==> src/rtl/sprite_pkg.sv <==
// Shared types and defaults for the sprite compositor: colour, coordinate and
// ROM-address widths, plus the default colour key and background.
package sprite_pkg;

    localparam int COORD_W = 16;
    localparam int ADDR_W  = 8;

    typedef logic [23:0]        colour_t;
    typedef logic [COORD_W-1:0] coord_t;
    typedef logic [ADDR_W-1:0]  addr_t;

    localparam colour_t DEF_KEY_COLOUR = 24'hFF0096;
    localparam colour_t DEF_BG_COLOUR  = 24'h70C5CE;

    // Per-pixel control that rides the delay line next to the sprite hits.
    typedef struct packed {
        logic frame_start;
        logic display_on;
    } pix_ctl_t;

endpackage

==> src/rtl/sprite_hit_addr.sv <==
// Per-sprite stage-A logic: bounds check against the scaled sprite box and
// ROM row/column generation, with optional column mirroring.
module sprite_hit_addr
    import sprite_pkg::*;
#(
    parameter int SPR_W      = 17,
    parameter int SPR_H      = 12,
    parameter int SCALE_LOG2 = 1
) (
    input  coord_t x,
    input  coord_t y,
    input  coord_t spr_x,
    input  coord_t spr_y,
    input  logic   en,
    input  logic   flip,
    output logic   hit,
    output addr_t  row,
    output addr_t  col
);

    localparam coord_t W_PIX    = coord_t'(SPR_W << SCALE_LOG2);
    localparam coord_t H_PIX    = coord_t'(SPR_H << SCALE_LOG2);
    localparam addr_t  LAST_COL = addr_t'(SPR_W - 1);

    coord_t dx;
    coord_t dy;
    addr_t  col_raw;

    // Modular subtraction makes pixels left of / above the sprite wrap large,
    // so a single unsigned compare covers off-screen and partial sprites.
    always_comb begin
        dx      = x - spr_x;
        dy      = y - spr_y;
        hit     = en && (dx < W_PIX) && (dy < H_PIX);
        row     = addr_t'(dy >> SCALE_LOG2);
        col_raw = addr_t'(dx >> SCALE_LOG2);
        col     = flip ? (LAST_COL - col_raw) : col_raw;
    end

endmodule

==> src/rtl/sprite_compositor.sv <==
// Pipelined multi-sprite compositor with colour-key transparency and a per-frame
// player collision latch. Build option SPRITE_COMPOSITOR_MIRROR_EN adds spr_flip.
module sprite_compositor
    import sprite_pkg::*;
#(
    parameter int      NUM_SPRITES = 4,
    parameter int      SPR_W       = 17,
    parameter int      SPR_H       = 12,
    parameter int      SCALE_LOG2  = 1,
    parameter int      ROM_LATENCY = 1,
    parameter colour_t KEY_COLOUR  = DEF_KEY_COLOUR,
    parameter colour_t BG_COLOUR   = DEF_BG_COLOUR
) (
    input  logic                                  VGA_clk,
    input  logic                                  rst,
    input  logic                                  display_on,
    input  logic                                  frame_start,
    input  logic [COORD_W-1:0]                    X,
    input  logic [COORD_W-1:0]                    Y,
    input  logic [NUM_SPRITES-1:0][COORD_W-1:0]   spr_x,
    input  logic [NUM_SPRITES-1:0][COORD_W-1:0]   spr_y,
    input  logic [NUM_SPRITES-1:0]                spr_en,
`ifdef SPRITE_COMPOSITOR_MIRROR_EN
    input  logic [NUM_SPRITES-1:0]                spr_flip,
`endif
    output logic [NUM_SPRITES-1:0][ADDR_W-1:0]    rom_row,
    output logic [NUM_SPRITES-1:0][ADDR_W-1:0]    rom_col,
    input  logic [NUM_SPRITES-1:0][23:0]          rom_data,
    output logic [23:0]                           RGB,
    output logic                                  collision,
    output logic [NUM_SPRITES-1:0]                collision_mask
);

    logic [NUM_SPRITES-1:0]              flip_w;
    logic [NUM_SPRITES-1:0]              hit_a;
    logic [NUM_SPRITES-1:0][ADDR_W-1:0]  row_a;
    logic [NUM_SPRITES-1:0][ADDR_W-1:0]  col_a;

`ifdef SPRITE_COMPOSITOR_MIRROR_EN
    assign flip_w = spr_flip;
`else
    assign flip_w = '0;
`endif

    for (genvar i = 0; i < NUM_SPRITES; i++) begin : g_spr
        sprite_hit_addr #(
            .SPR_W      (SPR_W),
            .SPR_H      (SPR_H),
            .SCALE_LOG2 (SCALE_LOG2)
        ) u_hit_addr (
            .x     (X),
            .y     (Y),
            .spr_x (spr_x[i]),
            .spr_y (spr_y[i]),
            .en    (spr_en[i]),
            .flip  (flip_w[i]),
            .hit   (hit_a[i]),
            .row   (row_a[i]),
            .col   (col_a[i])
        );
    end

    // Index 0 is the stage-A register; index ROM_LATENCY lines up with rom_data.
    logic [ROM_LATENCY:0][NUM_SPRITES-1:0]  hit_pipe_q, hit_pipe_d;
    pix_ctl_t [ROM_LATENCY:0]               ctl_pipe_q, ctl_pipe_d;
    logic [NUM_SPRITES-1:0][ADDR_W-1:0]     rom_row_q, rom_row_d;
    logic [NUM_SPRITES-1:0][ADDR_W-1:0]     rom_col_q, rom_col_d;
    colour_t                                rgb_q, rgb_d;
    logic [NUM_SPRITES-1:0]                 mask_q, mask_d;
    logic                                   coll_q, coll_d;

    logic [NUM_SPRITES-1:0]                 hit_c;
    pix_ctl_t                               ctl_c;
    logic [NUM_SPRITES-1:0]                 opaque;
    logic [NUM_SPRITES-1:0]                 set_mask;

    always_comb begin
        rom_row_d     = row_a;
        rom_col_d     = col_a;
        hit_pipe_d    = hit_pipe_q;
        ctl_pipe_d    = ctl_pipe_q;
        hit_pipe_d[0] = hit_a;
        ctl_pipe_d[0] = '{frame_start: frame_start, display_on: display_on};
        for (int k = 1; k <= ROM_LATENCY; k++) begin
            hit_pipe_d[k] = hit_pipe_q[k-1];
            ctl_pipe_d[k] = ctl_pipe_q[k-1];
        end
    end

    assign hit_c = hit_pipe_q[ROM_LATENCY];
    assign ctl_c = ctl_pipe_q[ROM_LATENCY];

    // Walk from lowest priority upward so the lowest-index opaque sprite wins.
    always_comb begin
        opaque = '0;
        rgb_d  = '0;
        for (int i = 0; i < NUM_SPRITES; i++) begin
            opaque[i] = hit_c[i] && (rom_data[i] != KEY_COLOUR);
        end
        if (ctl_c.display_on) begin
            rgb_d = BG_COLOUR;
            for (int i = NUM_SPRITES - 1; i >= 0; i--) begin
                if (opaque[i]) begin
                    rgb_d = rom_data[i];
                end
            end
        end
    end

    // A set on the frame_start pixel survives the clear: that pixel is the new frame's.
    always_comb begin
        set_mask = '0;
        if (ctl_c.display_on && opaque[0]) begin
            set_mask    = opaque;
            set_mask[0] = 1'b0;
        end
        mask_d = ctl_c.frame_start ? set_mask : (mask_q | set_mask);
        coll_d = |mask_d;
    end

    always_ff @(posedge VGA_clk) begin
        if (rst) begin
            hit_pipe_q <= '0;
            ctl_pipe_q <= '0;
            rom_row_q  <= '0;
            rom_col_q  <= '0;
            rgb_q      <= '0;
            mask_q     <= '0;
            coll_q     <= 1'b0;
        end else begin
            hit_pipe_q <= hit_pipe_d;
            ctl_pipe_q <= ctl_pipe_d;
            rom_row_q  <= rom_row_d;
            rom_col_q  <= rom_col_d;
            rgb_q      <= rgb_d;
            mask_q     <= mask_d;
            coll_q     <= coll_d;
        end
    end

    assign rom_row        = rom_row_q;
    assign rom_col        = rom_col_q;
    assign RGB            = rgb_q;
    assign collision      = coll_q;
    assign collision_mask = mask_q;

endmodule

==> config.mk <==
export PLATFORM = sky130hd
export DESIGN_NAME = sprite_compositor
export DESIGN_NICKNAME = d
export VERILOG_FILES = /design/src/rtl/sprite_pkg.sv /design/src/rtl/sprite_hit_addr.sv /design/src/rtl/sprite_compositor.sv
export SDC_FILE = /design/constraint.sdc
export NUM_CORES = 1
export LEC_CHECK = 0
export ABC_AREA = 1
export BUFFER_PORTS_ARGS = -buffer_cell sky130_fd_sc_hd__buf_2
export CORE_ASPECT_RATIO = 1.75
export CORE_MARGIN = 8
export CORE_UTILIZATION = 54
export CTS_BUF_LIST = sky130_fd_sc_hd__clkbuf_16
export CTS_CLUSTER_DIAMETER = 50
export DETAILED_ROUTE_END_ITERATION = 7
export PLACE_DENSITY = 0.83
export SLEW_MARGIN = 20
export SYNTH_ARGS = -nofsm -noshare
export SYNTH_HDL_FRONTEND = slang
export SYNTH_SLANG_ARGS = --single-unit
==> constraint.sdc <==
create_clock -name VGA_clk -period 2.74 [get_ports VGA_clk]
set_input_delay 0.822 -clock VGA_clk [delete_from_list [all_inputs] [get_ports VGA_clk]]
set_output_delay 0.822 -clock VGA_clk [all_outputs]
set_load 0.005 [all_outputs]
==> results.yml <==
synth:
  ys.warnings.count: 0
  syn_area_per_cell_um2: 5.57
  syn-cell-area_um2: 11900
  synth-seq-area-share: 0.177
  netlist_instances: 2134
  syn-num-nets: 2518
  ys_seq_elements: 105
  synth_cell_types: 38
cts:
  clk_latency_ns: 0.39
  post_cts_hold_buffer_count: 0
  htree_num_levels: 3
  cts_tree: "built"
  clk_pin_slew_ns: 0.08
  cts-root-buf: "clkbuf_16"
  tritoncts_num_sinks: 105
  inserted_clock_buffers: 9
  post-cts-setup-buffers: 0
  cts_repair_resize_count: 0
  number_of_buffers_on_the_longest_clock_path: 2
routing:
  drt-vias-per-instance: 5.21
  drt-pass1-iter-count: 5
  avgRoutedWirePerCell_um: 17.0
  detail_route.iter0.violations: 620
  detail_route.wirelength_um: 47600
  ant_nets: 0
  num_vias: 14600
  detail_route.drc_violations: 0
placement:
  gpl.final_weighted_congestion: 1.01
  detailedPlacementHpwl_um: 41500
  placement.io_buffers: 356
flow_run:
  drv.max_cap_violation_count: 0
setup_path:
  critical_path.cell_chain: "buf_2 -> inv_1 -> nand2_1 -> inv_1 -> fa_1 -> inv_1 -> nand3_1 -> nand2_1 -> nand2_1 -> nand2_1 -> nand2_1 -> nand2_1 -> nand2_1 -> nand2_1 -> nand2_1 -> nor2_1 -> nand3_1 -> nor2_1"
  critical-path-top-delay-family: "simple AND/OR/NAND/NOR gates"
  cp-start-kind: "input pin"
  timing.critical_path.mode_cell: "nand2_1"
  ff2ff_setup_slack_ns: 1.35
  element_type_at_the_critical_path_end: "flop"
  crit_path_max_incr_delay_ns: 0.40
  worst-path-buf-inv: 4
  cp_data_arrival_time_ns: 2.69
  master_of_the_slowest_instance_on_the_critical_path: "fa_1"
  worst-endpoint-required_ns: 3.07
  critical_path_class: "input pin to flop"
  worstPathMaxFanout: 4
power_and_ir_drop:
  pwr_density_cell_nw_per_um2: 379
  post-layout-total-power_w: 0.00545
  vdd_ir_drop_max_v: 0.000254
  power.static_leakage_nw: 9.11
timing:
  min_period_ns: 2.36
  fmax_mhz: 425
  rsz0062_at_grt: "false"
  timing.final.crit_share: 0.860
  max_slew.worst_pin.slew_ns: 0.640
  setup_violations: 0
  hold_violations: 0
  finalMaxSlewViolations: 0
  tns_ns: 0
  finalClockSkew_ns: 0.00983
  slew-limit-headroom: 0.574
finish:
  layout.cells.most_common: "nand2_1"
  layout.cells.most_common_list: "683 x nand2_1, 460 x inv_1, 356 x buf_2, 207 x nor2_1, 168 x nand3_1"
  area_growth_pct: 20.9
  layout-drive-gt1-share: 0.171
  nNetsFinal: 2877
grt:
  global_route.peak_usage_layer: "met2"
  groute.layer.met1.usage: 0.305
  gr-usage-met2: 0.625
  pin_count_of_the_biggest_net_entering_global_routing: 52
  via_count_of_the_first_global_routing_pass: 14700
  grt_first_pass_wirelength_um: 73000
  grt_util_met3: 0.0736
  grt_overflow: 0
  grt_antenna_before_repair: 1
  grt.total_usage: 0.349
die:
  die_w_um: 128
  floorplan.initialDensity: 0.543
  rows: 72
  num_io_pins: 357
  floorplan.core_area_um2: 21900
  die_area_um2: 27200
  die_h_um: 212
min_path:
  hold_path_class: "flop to flop"
outcome:
  status: "finished, final reports clean"
[logic make-up (layout without fill, tap and decap cells)]
group	after synthesis	after routing	share of synthesized area
and+or+nand+nor	1171	1171	0.415
buffers and inverters	488	852	0.157
AOI/OAI and AO/OA	228	228	0.103
adders and majority gates	120	120	0.131
DFF	105	105	0.177
xor gates and xnor gates	22	22	0.0169
other	0	1	0
[synth_stat cells, drive strengths merged]
| master | instances | area share |
|---|---|---|
| xnor2 | 8 | 0.0059 |
| a21o | 1 | 0.00063 |
| buf | 14 | 0.0074 |
| or2 | 12 | 0.0063 |
| fa | 8 | 0.013 |
| a21boi | 1 | 0.00063 |
| nand2 | 697 | 0.22 |
| xor2 | 14 | 0.011 |
| a21oi | 137 | 0.059 |
| ha | 112 | 0.12 |
| a31o | 1 | 0.00074 |
| clkbuf | 11 | 0.0035 |
| o21bai | 10 | 0.0063 |
| a22oi | 2 | 0.0013 |
| nor3 | 9 | 0.0042 |
| inv | 463 | 0.15 |
| and2 | 14 | 0.0074 |
| o21ai | 63 | 0.027 |
| nor2 | 208 | 0.066 |
| o211ai | 10 | 0.0063 |
| nand4 | 31 | 0.016 |
| nand3b | 29 | 0.018 |
| o21a | 3 | 0.0019 |
| nand3 | 170 | 0.072 |
| and3 | 1 | 0.00053 |
| dfxtp | 105 | 0.18 |
[state kept, by name (all words and copies together), names as in the netlist]
register	count
RGB	24
collision	1
collision_mask	4
ctl_c	2
ctl_pipe_d	2
hit_c	4
hit_pipe_d	4
rom_col	32
rom_row	32
[report_power, final]
group | switching, W | internal [W] | total (W)
Clock | 0.000743 | 0.000654 | 0.00140
Combinational | 0.00149 | 0.000880 | 0.00237
Sequential | 0.0000380 | 0.00164 | 0.00168
[routing by layer]
layer  wire (um)  share of wire
met4        5620           0.12
met1       15700           0.33
met2       23100           0.49
met3        3230          0.068
met5           0              0
[worst min-delay path: stages, from the launching register on]
cell and delay (ns):
dfxtp_1 0.30, inv_1 0.05, nor2_1 0.03
[final timing paths]
kind	cells after the start	to	from
setup / recovery	18	hit_pipe_d[5]$_SDFF_PP0_	X[0]
hold / removal	2	ctl_c[0]$_SDFF_PP0_	ctl_pipe_d[2]$_SDFF_PP0_
setup reg to reg	5	RGB[15]$_SDFF_PP0_	hit_c[3]$_SDFF_PP0_
hold reg to reg	2	ctl_c[0]$_SDFF_PP0_	ctl_pipe_d[2]$_SDFF_PP0_
[through the flow]
step                cell area (um2)  hold slack (ns)  setup slack, ns  utilization  std cells
floorplan                     11900            0.388            0.390            -       2134
global route                  14400            0.427            0.103        0.656       2795
finish                        14400            0.415            0.384        0.656       2795
CTS                           14400            0.418            0.371        0.656       2794
detailed placement            14100            0.405          -0.0249        0.642       2778
global placement              14100            0.396           0.0843        0.642       2778
[final cells by class]
cell class	instances	area, um2
clock buffers	9	225
inverters	463	1740
fillers	2171	7530
well taps	296	370
multi-input cells	1541	7910
diodes	1	2.50
repair buffers	373	1930
clock inverters	7	81.3
flip-flops and latches	105	2100
(Power assumes the default switching activity.)
